`config.mk`:
```
export PLATFORM = sky130hd
export DESIGN_NAME = prewish_multiblinky
export DESIGN_NICKNAME = d
export VERILOG_FILES = /design/src/rtl/prewish_pkg.sv /design/src/rtl/prewish_blink_chan.sv /design/src/rtl/prewish_multiblinky.sv
export SDC_FILE = /design/constraint.sdc
export NUM_CORES = 1
export LEC_CHECK = 0
export BUFFER_PORTS_ARGS = -buffer_cell sky130_fd_sc_hd__buf_2
export CORE_MARGIN = 2
export CORE_UTILIZATION = 40
export CTS_CLUSTER_DIAMETER = 200
export DETAILED_ROUTE_END_ITERATION = 12
export GPL_TIMING_DRIVEN = 1
export SLEW_MARGIN = 20
export SYNTH_ARGS = -nofsm -noshare
export SYNTH_HDL_FRONTEND = slang
export SYNTH_SLANG_ARGS = --single-unit
```
`constraint.sdc`:
```
create_clock -name i_clk -period 5.4 [get_ports i_clk]
set_clock_uncertainty 0.05 [all_clocks]
set_input_delay 0.27 -clock i_clk [delete_from_list [all_inputs] [get_ports i_clk]]
set_output_delay 0.27 -clock i_clk [all_outputs]
set_load 0.05 [all_outputs]
```
`src/rtl/prewish_pkg.sv`:
```
// Shared mode codes and channel-state encodings for the multi-channel LED pattern player.
package prewish_pkg;

    localparam logic [1:0] MODE_OFF     = 2'b00;
    localparam logic [1:0] MODE_LOOP    = 2'b01;
    localparam logic [1:0] MODE_ONESHOT = 2'b10;
    localparam logic [1:0] MODE_STATIC  = 2'b11;

    typedef enum logic [1:0] {
        CH_IDLE = 2'b00,
        CH_RUN  = 2'b01,
        CH_HOLD = 2'b10
    } chan_state_t;

endpackage

```
`src/rtl/prewish_blink_chan.sv`:
```
// One LED channel: plays a MASK_W-bit pattern one bit per tick (loop or one-shot),
// or holds a static level. A load always takes priority over a tick.
module prewish_blink_chan
    import prewish_pkg::*;
#(
    parameter int MASK_W = 8
) (
    input  logic              clk,
    input  logic              rst_n,
    input  logic              tick,
    input  logic              load,
    input  logic [1:0]        mode,
    input  logic [MASK_W-1:0] data,
    output logic              led,
    output logic              busy
);

    localparam int CNT_W = $clog2(MASK_W + 1);

    chan_state_t       state, state_nxt;
    logic [MASK_W-1:0] shreg, shreg_nxt;
    logic [CNT_W-1:0]  bitcnt, bitcnt_nxt;
    logic              oneshot, oneshot_nxt;
    logic              led_nxt;

    always_ff @(posedge clk or negedge rst_n) begin
        if (!rst_n) begin
            state   <= CH_IDLE;
            shreg   <= '0;
            bitcnt  <= '0;
            oneshot <= 1'b0;
            led     <= 1'b0;
            busy    <= 1'b0;
        end else begin
            state   <= state_nxt;
            shreg   <= shreg_nxt;
            bitcnt  <= bitcnt_nxt;
            oneshot <= oneshot_nxt;
            led     <= led_nxt;
            busy    <= (state_nxt == CH_RUN);
        end
    end

    always_comb begin
        state_nxt   = state;
        shreg_nxt   = shreg;
        bitcnt_nxt  = bitcnt;
        oneshot_nxt = oneshot;
        led_nxt     = led;
        if (load) begin
            oneshot_nxt = (mode == MODE_ONESHOT);
            case (mode)
                MODE_OFF: begin
                    state_nxt = CH_IDLE;
                    led_nxt   = 1'b0;
                end
                MODE_STATIC: begin
                    state_nxt = CH_HOLD;
                    led_nxt   = |data;
                end
                default: begin
                    // LED keeps its old level until the first tick of the new pattern
                    state_nxt  = CH_RUN;
                    shreg_nxt  = data;
                    bitcnt_nxt = '0;
                end
            endcase
        end else if (tick && state == CH_RUN) begin
            if (!oneshot) begin
                led_nxt   = shreg[MASK_W-1];
                shreg_nxt = {shreg[MASK_W-2:0], shreg[MASK_W-1]};
            end else if (bitcnt == CNT_W'(MASK_W)) begin
                state_nxt = CH_IDLE;
                led_nxt   = 1'b0;
            end else begin
                led_nxt    = shreg[MASK_W-1];
                shreg_nxt  = {shreg[MASK_W-2:0], 1'b0};
                bitcnt_nxt = bitcnt + CNT_W'(1);
            end
        end
    end

endmodule

```
`src/rtl/prewish_multiblinky.sv`:
```
// NUM_CH phase-locked LED pattern channels sharing one prescaled tick, loaded through
// an edge-detected strobe/channel/data port with a one-cycle acknowledge.
module prewish_multiblinky
    import prewish_pkg::*;
#(
    parameter int NUM_CH        = 4,
    parameter int MASK_W        = 8,
    parameter int MASK_CLK_BITS = 9,
    parameter int CH_W          = (NUM_CH > 1) ? $clog2(NUM_CH) : 1
) (
    input  logic              i_clk,
    input  logic              i_rst_n,
    input  logic              STB_I,
    input  logic [CH_W-1:0]   CH_I,
    input  logic [MASK_W-1:0] DAT_I,
    input  logic [1:0]        MODE_I,
    output logic              ACK_O,
    output logic [NUM_CH-1:0] o_led,
    output logic [NUM_CH-1:0] o_busy
);

    logic                     stb_q;
    logic                     accept;
    logic                     tick;
    logic [MASK_CLK_BITS-1:0] presc;
    logic [NUM_CH-1:0]        load;

    assign accept = STB_I & ~stb_q;
    assign tick   = &presc;

    always_ff @(posedge i_clk or negedge i_rst_n) begin
        if (!i_rst_n) begin
            stb_q <= 1'b0;
            ACK_O <= 1'b0;
            presc <= '0;
        end else begin
            stb_q <= STB_I;
            ACK_O <= accept;
            presc <= presc + MASK_CLK_BITS'(1);
        end
    end

    // Out-of-range channel numbers match no channel but are still acknowledged
    for (genvar i = 0; i < NUM_CH; i++) begin : g_chan
        assign load[i] = accept && (CH_I == CH_W'(i));

        prewish_blink_chan #(
            .MASK_W (MASK_W)
        ) u_chan (
            .clk   (i_clk),
            .rst_n (i_rst_n),
            .tick  (tick),
            .load  (load[i]),
            .mode  (MODE_I),
            .data  (DAT_I),
            .led   (o_led[i]),
            .busy  (o_busy[i])
        );
    end

endmodule

```
==> results of run 1 <==
==> kinds of logic (layout without fill, tap and decap cells) <==
family	count (synthesis)	after routing	synth area share (%)
buf+inv	41	59	5.13
flops	79	79	50.7
fa+ha+maj	13	13	4.17
compound gates	91	91	15.1
xor+xnor	7	7	1.57
simple gates	129	129	17.8
mux	20	20	5.49
==> worst register-to-register path, delay by kind of cell, from the launching register on <==
family	cells	cell delay, ps
AO/OA/AOI/OAI	2	450
adder cells (fa/ha/maj)	2	540
flip-flops	1	390
AND/OR/NAND/NOR	5	1120
==> cells in the mapped netlist, types with 3 or more instances <==
library cell and number:
a21oi_1 32, and3_1 3, and3b_1 4, buf_2 4
buf_4 9, clkbuf_1 9, dfrtp_1 79, ha_1 13
inv_1 18, mux2_2 7, mux2i_1 12, nand2_1 68
nand3_1 11, nand3b_1 3, nand4b_1 4, nor2_1 5
nor2b_1 6, nor3_1 4, nor4_1 3, o21a_1 7
o21ai_0 11, o22a_1 7, o22ai_1 15, o311ai_0 3
xnor2_1 5
==> layout by cell type (no fill, tap or decap), types with 3 or more instances in the layout <==
cell | Yosys | layout
a21oi_1 | 32 | 32
and3_1 | 3 | 3
and3b_1 | 4 | 4
buf_2 | 4 | 22
clkbuf_8 | 0 | 10
dfrtp_1 | 79 | 79
ha_1 | 13 | 13
inv_1 | 18 | 18
mux2_2 | 7 | 7
mux2i_1 | 12 | 12
nand2_1 | 68 | 68
nand3_1 | 11 | 11
nand3b_1 | 3 | 3
nand4b_1 | 4 | 4
nor2_1 | 5 | 5
nor2b_1 | 6 | 6
nor3_1 | 4 | 4
nor4_1 | 3 | 3
o21a_1 | 7 | 7
o21ai_0 | 11 | 11
o22a_1 | 7 | 7
o22ai_1 | 15 | 15
o311ai_0 | 3 | 3
xnor2_1 | 5 | 5
==> how the worst max path moves through the flow <==
stage / to / slack [ps] / cells past startpoint
after floorplan: g_chan[1].u_chan.shreg[1]$_DFFE_PN0P_ / 3140 / 10
after global placement: g_chan[1].u_chan.shreg[3]$_DFFE_PN0P_ / 2820 / 9
after detailed placement: g_chan[3].u_chan.shreg[0]$_DFFE_PN0P_ / 2760 / 9
after CTS: g_chan[1].u_chan.shreg[1]$_DFFE_PN0P_ / 2700 / 9
after global routing: g_chan[3].u_chan.shreg[0]$_DFFE_PN0P_ / 2490 / 9
final: g_chan[3].u_chan.shreg[0]$_DFFE_PN0P_ / 2730 / 9
==> sequential cells by signal, summed over array words and instances, names as in the netlist <==
name	cells
ACK_O	1
g_chan.u_chan.bitcnt	16
g_chan.u_chan.busy	4
g_chan.u_chan.led	4
g_chan.u_chan.oneshot	4
g_chan.u_chan.shreg	32
g_chan.u_chan.state	8
presc	9
stb_q	1
==> repair_timing <==
action                    4_1_cts  5_1_grt
resized for setup               0        0
hold buffers                    0        1
hold endpoints to repair        0       79
==> per-layer routing <==
layer,vias to the layer above,share of wire [%],track usage (%)
met5,-,0,0
met4,0,0.75,4.25
met3,6,4.6,4.20
met2,49,45,25.8
met1,1385,50,25.2
li1,1368,-,-
==> per-stage QoR <==
stage                     setup WS, ps  cell area (sq um)
after global routing              2490               4280
after CTS                         2700               4270
after floorplan                   3140               3900
after global placement            2820               4060
final                             2730               4280
after detailed placement          2760               4060
==> power breakdown <==
group | internal, mW | leakage, nW | total (mW) | switching [mW]
clock | 0.229 | 0.103 | 0.457 | 0.228
combinational | 0.0973 | 0.900 | 0.239 | 0.142
sequential | 0.691 | 0.991 | 0.749 | 0.0580
==> final cells by class <==
type / count / share of cell area (%)
flip-flops and latches: 79 / 46.2
multi-input cells: 260 / 40.3
well taps: 133 / 3.89
inverters: 18 / 1.58
clock buffers: 10 / 3.22
repair buffers: 25 / 3.25
clock inverters: 6 / 1.61
==> qor.csv, run 1 <==
stage,metric,value,unit
sta,slew_viol_final,0,
clock_tree,cts.sinks,79,
worst_setup_path,required,5580,ps
sta,fmax,374,MHz
pwr,power.density,338,mW/mm^2
sta,slew_headroom,44.8,%
cells_and_area,drive_above_1_share,14.8,%
sta,hold_viol_final,0,
worst_setup_path,r2r_end,g_chan[3].u_chan.shreg[0]$_DFFE_PN0P_,
sta,period_needed,2670,ps
drt,drtAntennaViolNets,0,
worst_setup_path,worstPathMaxFanout,17,
sta,worst_pin_slew,828,ps
drt,dr.pass1.iters,5,
worst_setup_path,worst_r2r_path_depth,9,
worst_setup_path,crit_type,flop to flop,
worst_setup_path,cpPeakStageDelay,430,ps
worst_setup_path,crit_chain,ha_1 -> nand3_1 -> nor2_1 -> and3_1 -> ha_1 -> and3b_1 -> nand3_1 -> o21bai_1 -> o221a_2,
synth,synth.top_cell.area_share,50.7,%
cells_and_area,area_growth,9.72,%
cells_and_area,fin_cells,531,
run_status,status,completed,
drt,postRouteWirelength,8.36,mm
cells_and_area,seq_area,0.00198,sq mm
floorplan,num_io_pins,24,
synth,ys_warn_count,0,
worst_setup_path,r2r_start,presc[0]$_DFF_PN0_,
synth,synth_cell_types,56,
floorplan,die_h,103,um
worst_hold_path,hp-class,input pin to flop,
drt,wl_per_cell,15.7,um
global_route,grt_first_pass_wirelength,13.8,mm
placement,hpwl,5.49,mm
floorplan,row_count,36,
sta,tns,0,ps
synth,synth-async-reset-ratio,100,%
synth,ys_top_cells_by_area,"dfrtp_1 (51%), nand2_1 (6.5%), ha_1 (4.2%), a21oi_1 (4.1%), mux2i_1 (3.1%)",
sta,holdWs,69.7,ps
worst_hold_path,whs_path_depth,1,
flow_run,drv_cap,0,
clock_tree,htree_levels,3,
cells_and_area,n_antenna_cell,0,
drt,route.vias.total,2808,
clock_tree,clkLatencyLatePin,350,ps
cells_and_area,fin_nets,421,
worst_setup_path,startpoint,presc[0]$_DFF_PN0_,
synth,syn_avg_cell_area,10.3,sq um
worst_setup_path,crit_path_start_kind,flop,
synth,synth_edf_count,0,
placement,gp_congestion,0.775,
clock_tree,cts_tree,done,
drt,route.detailed.drc,0,
synth,seq_area_frac_synth,50.7,%
floorplan,dieArea,0.0106,sq mm
worst_hold_path,holdPathEnd,stb_q$_DFF_PN0_,
synth,synth_cells,380,
worst_hold_path,hold_start,STB_I,
cells_and_area,multi_input_area,0.00172,sq mm
drt,via_per_inst,5.29,
global_route,first_global_vias,2698,
global_route,grtUsageTotal,17.2,%
sta,rsz0062_at_grt,no,
worst_setup_path,arrival,2860,ps
sta,post-route-period-util,49.5,%
clock_tree,cts_setup_buffers,0,
sta,setup_viol,0,
worst_setup_path,r2r_setup_slack,2730,ps
global_route,gr-total-overflow,0,
worst_setup_path,cp_slowest_cell,nand3_1,
worst_setup_path,cp_top_family,simple AND/OR/NAND/NOR gates,
clock_tree,ctsRootBufferMaster,clkbuf_8,
floorplan,coreArea,0.00964,sq mm
pwr,ir_worst_vdd,0.193,mV
floorplan,start_util,40.5,%
synth,synth.cell_area,0.00390,sq mm
cells_and_area,utilization,44.4,%
synth,synth_flop_cell,dfrtp_1,
placement,portBuffers,23,
cells_and_area,nFillCells,940,
global_route,grt_max_degree,80,
clock_tree,cts_buffers,9,
worst_setup_path,end_kind,flop,
synth,ys_seq_elements,79,
pwr,p_leak,1.99,nW
clock_tree,clkSlewWorstSetupHoldPaths,90,ps
synth,yosys.area.top_type,dfrtp_1,
pwr,power,1.45,mW
clock_tree,clk_path_buf_depth,2,
global_route,antenna_found_initial,0,
synth,syn_nets,408,
floorplan,fp.dieW,103,um
worst_setup_path,crit_buf_inv,0,
drt,drtIter0Drc,126,
placement,dp.cells,514,
(Power assumes the default switching activity.)
==> run 2: changes to the inputs <==
==> constraint.sdc (replaced) <==
create_clock -name i_clk -period 2.4 [get_ports i_clk]
set_clock_uncertainty 0.05 [all_clocks]
set_input_delay 0.12 -clock i_clk [delete_from_list [all_inputs] [get_ports i_clk]]
set_output_delay 0.12 -clock i_clk [all_outputs]
set_load 0.05 [all_outputs]
==> run 2 against run 1 <==
  * Cell area increased by 5.0%
  * Core utilization grew 2.2 points
  * Sequential share of layout area fell by 2.2 points
  * Non-clock buffer count grew 18
  * Wire length is 2.1% higher
  * Register-to-register slack got worse by 2600 ps
  * Critical path depth stayed put
  * Worst setup slack got worse by 2600 ps
  * Worst hold slack better by 37 ps
  * Die area unchanged
  * Critical path type unchanged
  * Largest cell class unchanged
  * Highest routed layer unchanged
==> qor.csv, run 2 (same netlist as run 1, synthesis figures left out) <==
stage,metric,value,unit
floorplan,fp.dieW,103,um
worst_setup_path,required,2600,ps
cells_and_area,fin_cells,549,
floorplan,die_h,103,um
cells_and_area,n_antenna_cell,0,
sta,post-route-period-util,93.3,%
worst_setup_path,crit_path_start_kind,flop,
clock_tree,htree_levels,3,
sta,hold_viol_final,0,
drt,wl_per_cell,15.5,um
clock_tree,clk_path_buf_depth,2,
placement,portBuffers,23,
clock_tree,cts_setup_buffers,0,
global_route,first_global_vias,2769,
worst_setup_path,end_kind,flop,
cells_and_area,layout_common_cells,"dfrtp_1 (79), nand2_1 (67), a21oi_1 (32), buf_2 (22)",
sta,fmax,446,MHz
drt,route.detailed.drc,0,
pwr,ir_worst_vdd,0.361,mV
floorplan,coreArea,0.00964,sq mm
sta,worst_pin_slew,594,ps
sta,slew_viol_final,0,
cells_and_area,fin_area,0.00449,sq mm
worst_setup_path,crit_type,flop to flop,
drt,via_per_inst,5.28,
worst_hold_path,hp-class,input pin to flop,
cells_and_area,fin_nets,439,
global_route,grt_max_degree,45,
run_status,status,completed,
global_route,antenna_found_initial,0,
drt,drtAntennaViolNets,0,
clock_tree,clkLatencyLatePin,360,ps
flow_run,drv_cap,0,
drt,route.vias.total,2896,
floorplan,dieArea,0.0106,sq mm
cells_and_area,drive_above_1_share,19.5,%
placement,post_dp_cell_area,0.00420,sq mm
floorplan,num_io_pins,24,
clock_tree,ctsRootBufferMaster,clkbuf_8,
placement,hpwl,5.74,mm
drt,dr.pass1.iters,4,
global_route,grt_first_pass_wirelength,14.2,mm
pwr,p_leak,2.10,nW
pwr,power,3.43,mW
floorplan,start_util,40.5,%
sta,slew_headroom,60.4,%
placement,dp.cells,531,
cells_and_area,largest_reg_flops,32,
cells_and_area,regMostFlops,g_chan.u_chan.shreg,
worst_setup_path,worstPathMaxFanout,7,
cells_and_area,area_growth,15.2,%
floorplan,row_count,36,
global_route,grtUsageTotal,17.7,%
placement,gp_congestion,0.769,
sta,period_needed,2240,ps
clock_tree,cts_tree,done,
sta,setup_viol,0,
clock_tree,clkSlewWorstSetupHoldPaths,90,ps
global_route,gr-total-overflow,0,
clock_tree,cts_buffers,9,
pwr,power.density,764,mW/mm^2
drt,drtIter0Drc,119,
clock_tree,cts.sinks,79,
cells_and_area,reg.largest.list,"g_chan.u_chan.shreg (32), g_chan.u_chan.bitcnt (16), presc (9)",
worst_setup_path,arrival,2440,ps
cells_and_area,final_common_cell,dfrtp_1,
drt,postRouteWirelength,8.54,mm
==> run 2: cell types whose count changed in the layout (fill, tap and decap cells not counted), sizes merged <==
| cell | change |
|---|---|
| bufinv | +2 |
| clkinvlp | -1 |
| dlygate4sd3 | +1 |
| buf | +17 |
| inv | -1 |
==> run 2: final cells by class <==
type / instances / area [sq um]
well taps: 133 / 166
flip-flops and latches: 79 / 1980
inverters: 18 / 67.6
fillers: 940 / 5150
multi-input cells: 260 / 1760
clock buffers: 10 / 128
repair buffers: 43 / 285
clock inverters: 6 / 109
==> run 2: repair_timing <==
item	in CTS	in global routing
endpoints found under the setup margin	10	33
gates resized for setup	1	6
hold buffers	2	0
pin swaps	0	1
endpoints found under the hold margin	36	0
==> run 2: power by group <==
| part | total (mW) | internal, mW | switching [mW] |
|---|---|---|---|
| Combinational | 0.554 | 0.229 | 0.325 |
| Clock | 1.19 | 0.690 | 0.502 |
| Sequential | 1.69 | 1.55 | 0.133 |
==> run 2: stage by stage <==
stage                     utilization (%)  setup TNS [ps]  worst slack [ps]  hold slack (ps)
after floorplan                         -               0               138             -226
after global placement               43.6               0              41.6             69.1
after detailed placement             43.6           -22.1             -17.0             71.6
after CTS                            46.2               0              54.6             99.2
after global routing                 46.6           -32.7             -22.8              125
final                                46.6               0               160              107
==> run 2: worst paths after layout <==
kind	start	end	slack (ps)	cells past startpoint
setup reg to reg	presc[1]$_DFF_PN0_	g_chan[0].u_chan.bitcnt[1]$_DFFE_PN0P_	160	9
min in group asynchronous	i_rst_n	g_chan[0].u_chan.bitcnt[2]$_DFFE_PN0P_	210	2
hold reg to reg	presc[7]$_DFF_PN0_	presc[7]$_DFF_PN0_	440	1
hold / removal	DAT_I[2]	g_chan[3].u_chan.shreg[2]$_DFFE_PN0P_	110	3
setup / recovery	presc[1]$_DFF_PN0_	g_chan[0].u_chan.bitcnt[1]$_DFFE_PN0P_	160	9
max in group asynchronous	i_rst_n	g_chan[0].u_chan.shreg[2]$_DFFE_PN0P_	1480	3
==> run 2: critical path: stages (launching register included) <==
cell	delay, ps
dfrtp_1	370
ha_1	170
nand3_1	100
nor2_1	150
and3_4	210
ha_4	190
nor2b_1	220
and3_4	220
o211a_4	170
mux2_4	290
==> run 2: layer usage <==
| layer | up-vias | routed length (um) | global-route usage (%) |
|---|---|---|---|
| li1 | 1407 | - | - |
| met1 | 1423 | 4080 | 24.8 |
| met2 | 54 | 3890 | 27.2 |
| met3 | 12 | 427 | 3.80 |
| met4 | 0 | 138 | 6.58 |
| met5 | - | 0 | 0 |
==> run 3: changes to the inputs <==
--- a/config.mk
+++ b/config.mk
@@ -6,7 +6,7 @@
 export NUM_CORES = 1
 export LEC_CHECK = 0
 export BUFFER_PORTS_ARGS = -buffer_cell sky130_fd_sc_hd__buf_2
-export CORE_MARGIN = 2
+export CORE_MARGIN = 5
 export CORE_UTILIZATION = 40
 export CTS_CLUSTER_DIAMETER = 200
 export DETAILED_ROUTE_END_ITERATION = 12
==> constraint.sdc (replaced) <==
create_clock -name i_clk -period 2.5 [get_ports i_clk]
set_clock_uncertainty 0.05 [all_clocks]
set_input_delay 0.125 -clock i_clk [delete_from_list [all_inputs] [get_ports i_clk]]
set_output_delay 0.125 -clock i_clk [all_outputs]
set_load 0.05 [all_outputs]
==> run 3 against run 2 <==
  * Wire length increased by 2.4%
  * Power decreased by 5.3%
  * Worst hold slack improved by 27 ps
  * Global-route usage decreased by 1.5 points
  * Non-clock buffer count decreased by 1
  * Via count increased by 0.48%
  * Clock power decreased by 8%
  * Largest cell class unchanged
==> qor.csv, run 3 (same netlist as run 1, synthesis figures left out) <==
stage,metric,value,unit
cells_and_area,utilization,46.1,%
cells_and_area,regMostFlops,g_chan.u_chan.shreg,
clock_tree,clkSlewWorstSetupHoldPaths,80,ps
drt,route.vias.total,2910,
floorplan,coreArea,0.00964,sq mm
sta,setup_viol,0,
floorplan,start_util,40.5,%
clock_tree,cts.sinks,79,
pwr,power.density,731,mW/mm^2
clock_tree,htree_levels,3,
clock_tree,ctsRootBufferMaster,clkbuf_8,
worst_hold_path,whs_path_depth,3,
global_route,grt_first_pass_wirelength,14.7,mm
clock_tree,clk_path_buf_depth,2,
pwr,p_leak,2.09,nW
worst_setup_path,required,2690,ps
sta,period_needed,2380,ps
sta,post-route-period-util,95.1,%
global_route,antenna_found_initial,0,
worst_setup_path,arrival,2570,ps
worst_setup_path,cpPeakStageDelay,370,ps
placement,dp.cells,528,
sta,hold_viol_final,0,
drt,drtIter0Drc,114,
cells_and_area,reg.largest.list,"g_chan.u_chan.shreg (32), g_chan.u_chan.bitcnt (16), presc (9)",
global_route,grtUsageTotal,16.2,%
global_route,grt_max_degree,49,
worst_hold_path,holdPathEnd,g_chan[3].u_chan.shreg[3]$_DFFE_PN0P_,
worst_setup_path,crit_chain,ha_1 -> nand3_1 -> nor2_2 -> and3_1 -> ha_1 -> buf_4 -> nor2b_1 -> and3_4 -> o211a_4 -> mux2_4,
placement,portBuffers,23,
worst_setup_path,worst_r2r_path_depth,10,
drt,wl_per_cell,16.0,um
worst_hold_path,hold_start,DAT_I[3],
drt,drtAntennaViolNets,0,
worst_setup_path,crit_buf_inv,1,
cells_and_area,area_growth,14.0,%
clock_tree,clkLatencyLatePin,350,ps
worst_setup_path,r2r_setup_slack,120,ps
drt,route.detailed.drc,0,
placement,gp_congestion,0.764,
cells_and_area,nFillCells,924,
drt,dr.pass1.iters,4,
worst_setup_path,crit_type,flop to flop,
run_status,status,completed,
sta,holdWs,134,ps
cells_and_area,drive_above_1_share,18.6,%
sta,worst_pin_slew,637,ps
worst_setup_path,cp_slowest_cell,dfrtp_1,
clock_tree,cts_buffers,9,
floorplan,dieArea,0.0118,sq mm
cells_and_area,fin_cells,547,
cells_and_area,final_common_cell,dfrtp_1,
floorplan,num_io_pins,24,
worst_setup_path,crit_top_cell,ha_1,
sta,slew_viol_final,0,
worst_setup_path,cp_top_family,simple AND/OR/NAND/NOR gates,
pwr,ir_worst_vdd,0.433,mV
drt,postRouteWirelength,8.74,mm
worst_hold_path,hp-class,input pin to flop,
worst_setup_path,worstPathMaxFanout,3,
sta,fmax,421,MHz
worst_setup_path,crit_path_start_kind,flop,
cells_and_area,layout_common_cells,"dfrtp_1 (79), nand2_1 (67), a21oi_1 (32), buf_2 (22)",
sta,slew_headroom,57.5,%
floorplan,fp.dieW,109,um
global_route,first_global_vias,2919,
cells_and_area,largest_reg_flops,32,
flow_run,drv_cap,0,
placement,hpwl,6.01,mm
cells_and_area,n_antenna_cell,0,
worst_setup_path,r2r_start,presc[1]$_DFF_PN0_,
worst_setup_path,r2r_end,g_chan[0].u_chan.bitcnt[1]$_DFFE_PN0P_,
floorplan,row_count,36,
worst_setup_path,end_kind,flop,
floorplan,die_h,109,um
clock_tree,cts_tree,done,
cells_and_area,fin_nets,438,
global_route,gr-total-overflow,0,
sta,tns,0,ps
drt,via_per_inst,5.32,
==> run 3: final cells by class <==
type / instances / area (sq um) / share of cell area (%)
Clock buffer: 12 / 165 / 3.72
Timing Repair Buffer: 42 / 265 / 5.97
Tap cell: 133 / 166 / 3.74
Clock inverter: 3 / 65.1 / 1.46
Inverter: 18 / 67.6 / 1.52
Multi-Input combinational cell: 260 / 1740 / 39.1
Sequential cell: 79 / 1980 / 44.5
==> run 3: metal layers <==
metal / track usage [%] / vias up / part of all wire, %
li1: - / 1411 / -
met1: 23.2 / 1423 / 48
met2: 23.4 / 60 / 44
met3: 2.96 / 16 / 5.6
met4: 8.48 / 0 / 2.3
met5: 0 / - / 0
==> run 3: worst min-delay path, delay by kind of cell <==
| kind | cells | cell delay [ps] |
|---|---|---|
| compound gates | 2 | 230 |
| buf+inv | 1 | 150 |
==> run 3: metrics by stage <==
stage / worst slack, ps / area (sq um) / power, mW
3_3_place_gp: 110 / 4160 / 2.15
6_report: 122 / 4450 / 3.25
2_1_floorplan: 238 / 3900 / 2.03
4_1_cts: 39.6 / 4410 / 3.28
5_1_grt: -4.15 / 4450 / 3.43
3_5_place_dp: 48.1 / 4160 / 2.17
==> run 3: worst max-delay path by stage <==
stage,start,end,slack [ps],depth (start not counted)
floorplan,presc[0]$_DFF_PN0_,g_chan[1].u_chan.shreg[1]$_DFFE_PN0P_,240,10
global placement,presc[1]$_DFF_PN0_,g_chan[0].u_chan.bitcnt[1]$_DFFE_PN0P_,110,10
detailed placement,presc[1]$_DFF_PN0_,g_chan[0].u_chan.bitcnt[1]$_DFFE_PN0P_,50,10
CTS,presc[1]$_DFF_PN0_,g_chan[2].u_chan.shreg[2]$_DFFE_PN0P_,40,10
global route,presc[1]$_DFF_PN0_,g_chan[1].u_chan.bitcnt[3]$_DFFE_PN0P_,-4,11
finish,presc[1]$_DFF_PN0_,g_chan[0].u_chan.bitcnt[1]$_DFFE_PN0P_,120,10
==> run 3: power breakdown <==
part	total (mW)	switching, mW	leakage (nW)	internal, mW
clock	1.10	0.465	0.118	0.638
sequential	1.61	0.123	0.991	1.49
combinational	0.532	0.314	0.981	0.218
==> run 3: timing repair <==
action,in CTS,in global routing
endpoints found under the hold margin,47,0
buffers inserted,0,2
hold buffers,2,0
endpoints found under the setup margin,0,21
resized for setup,0,4
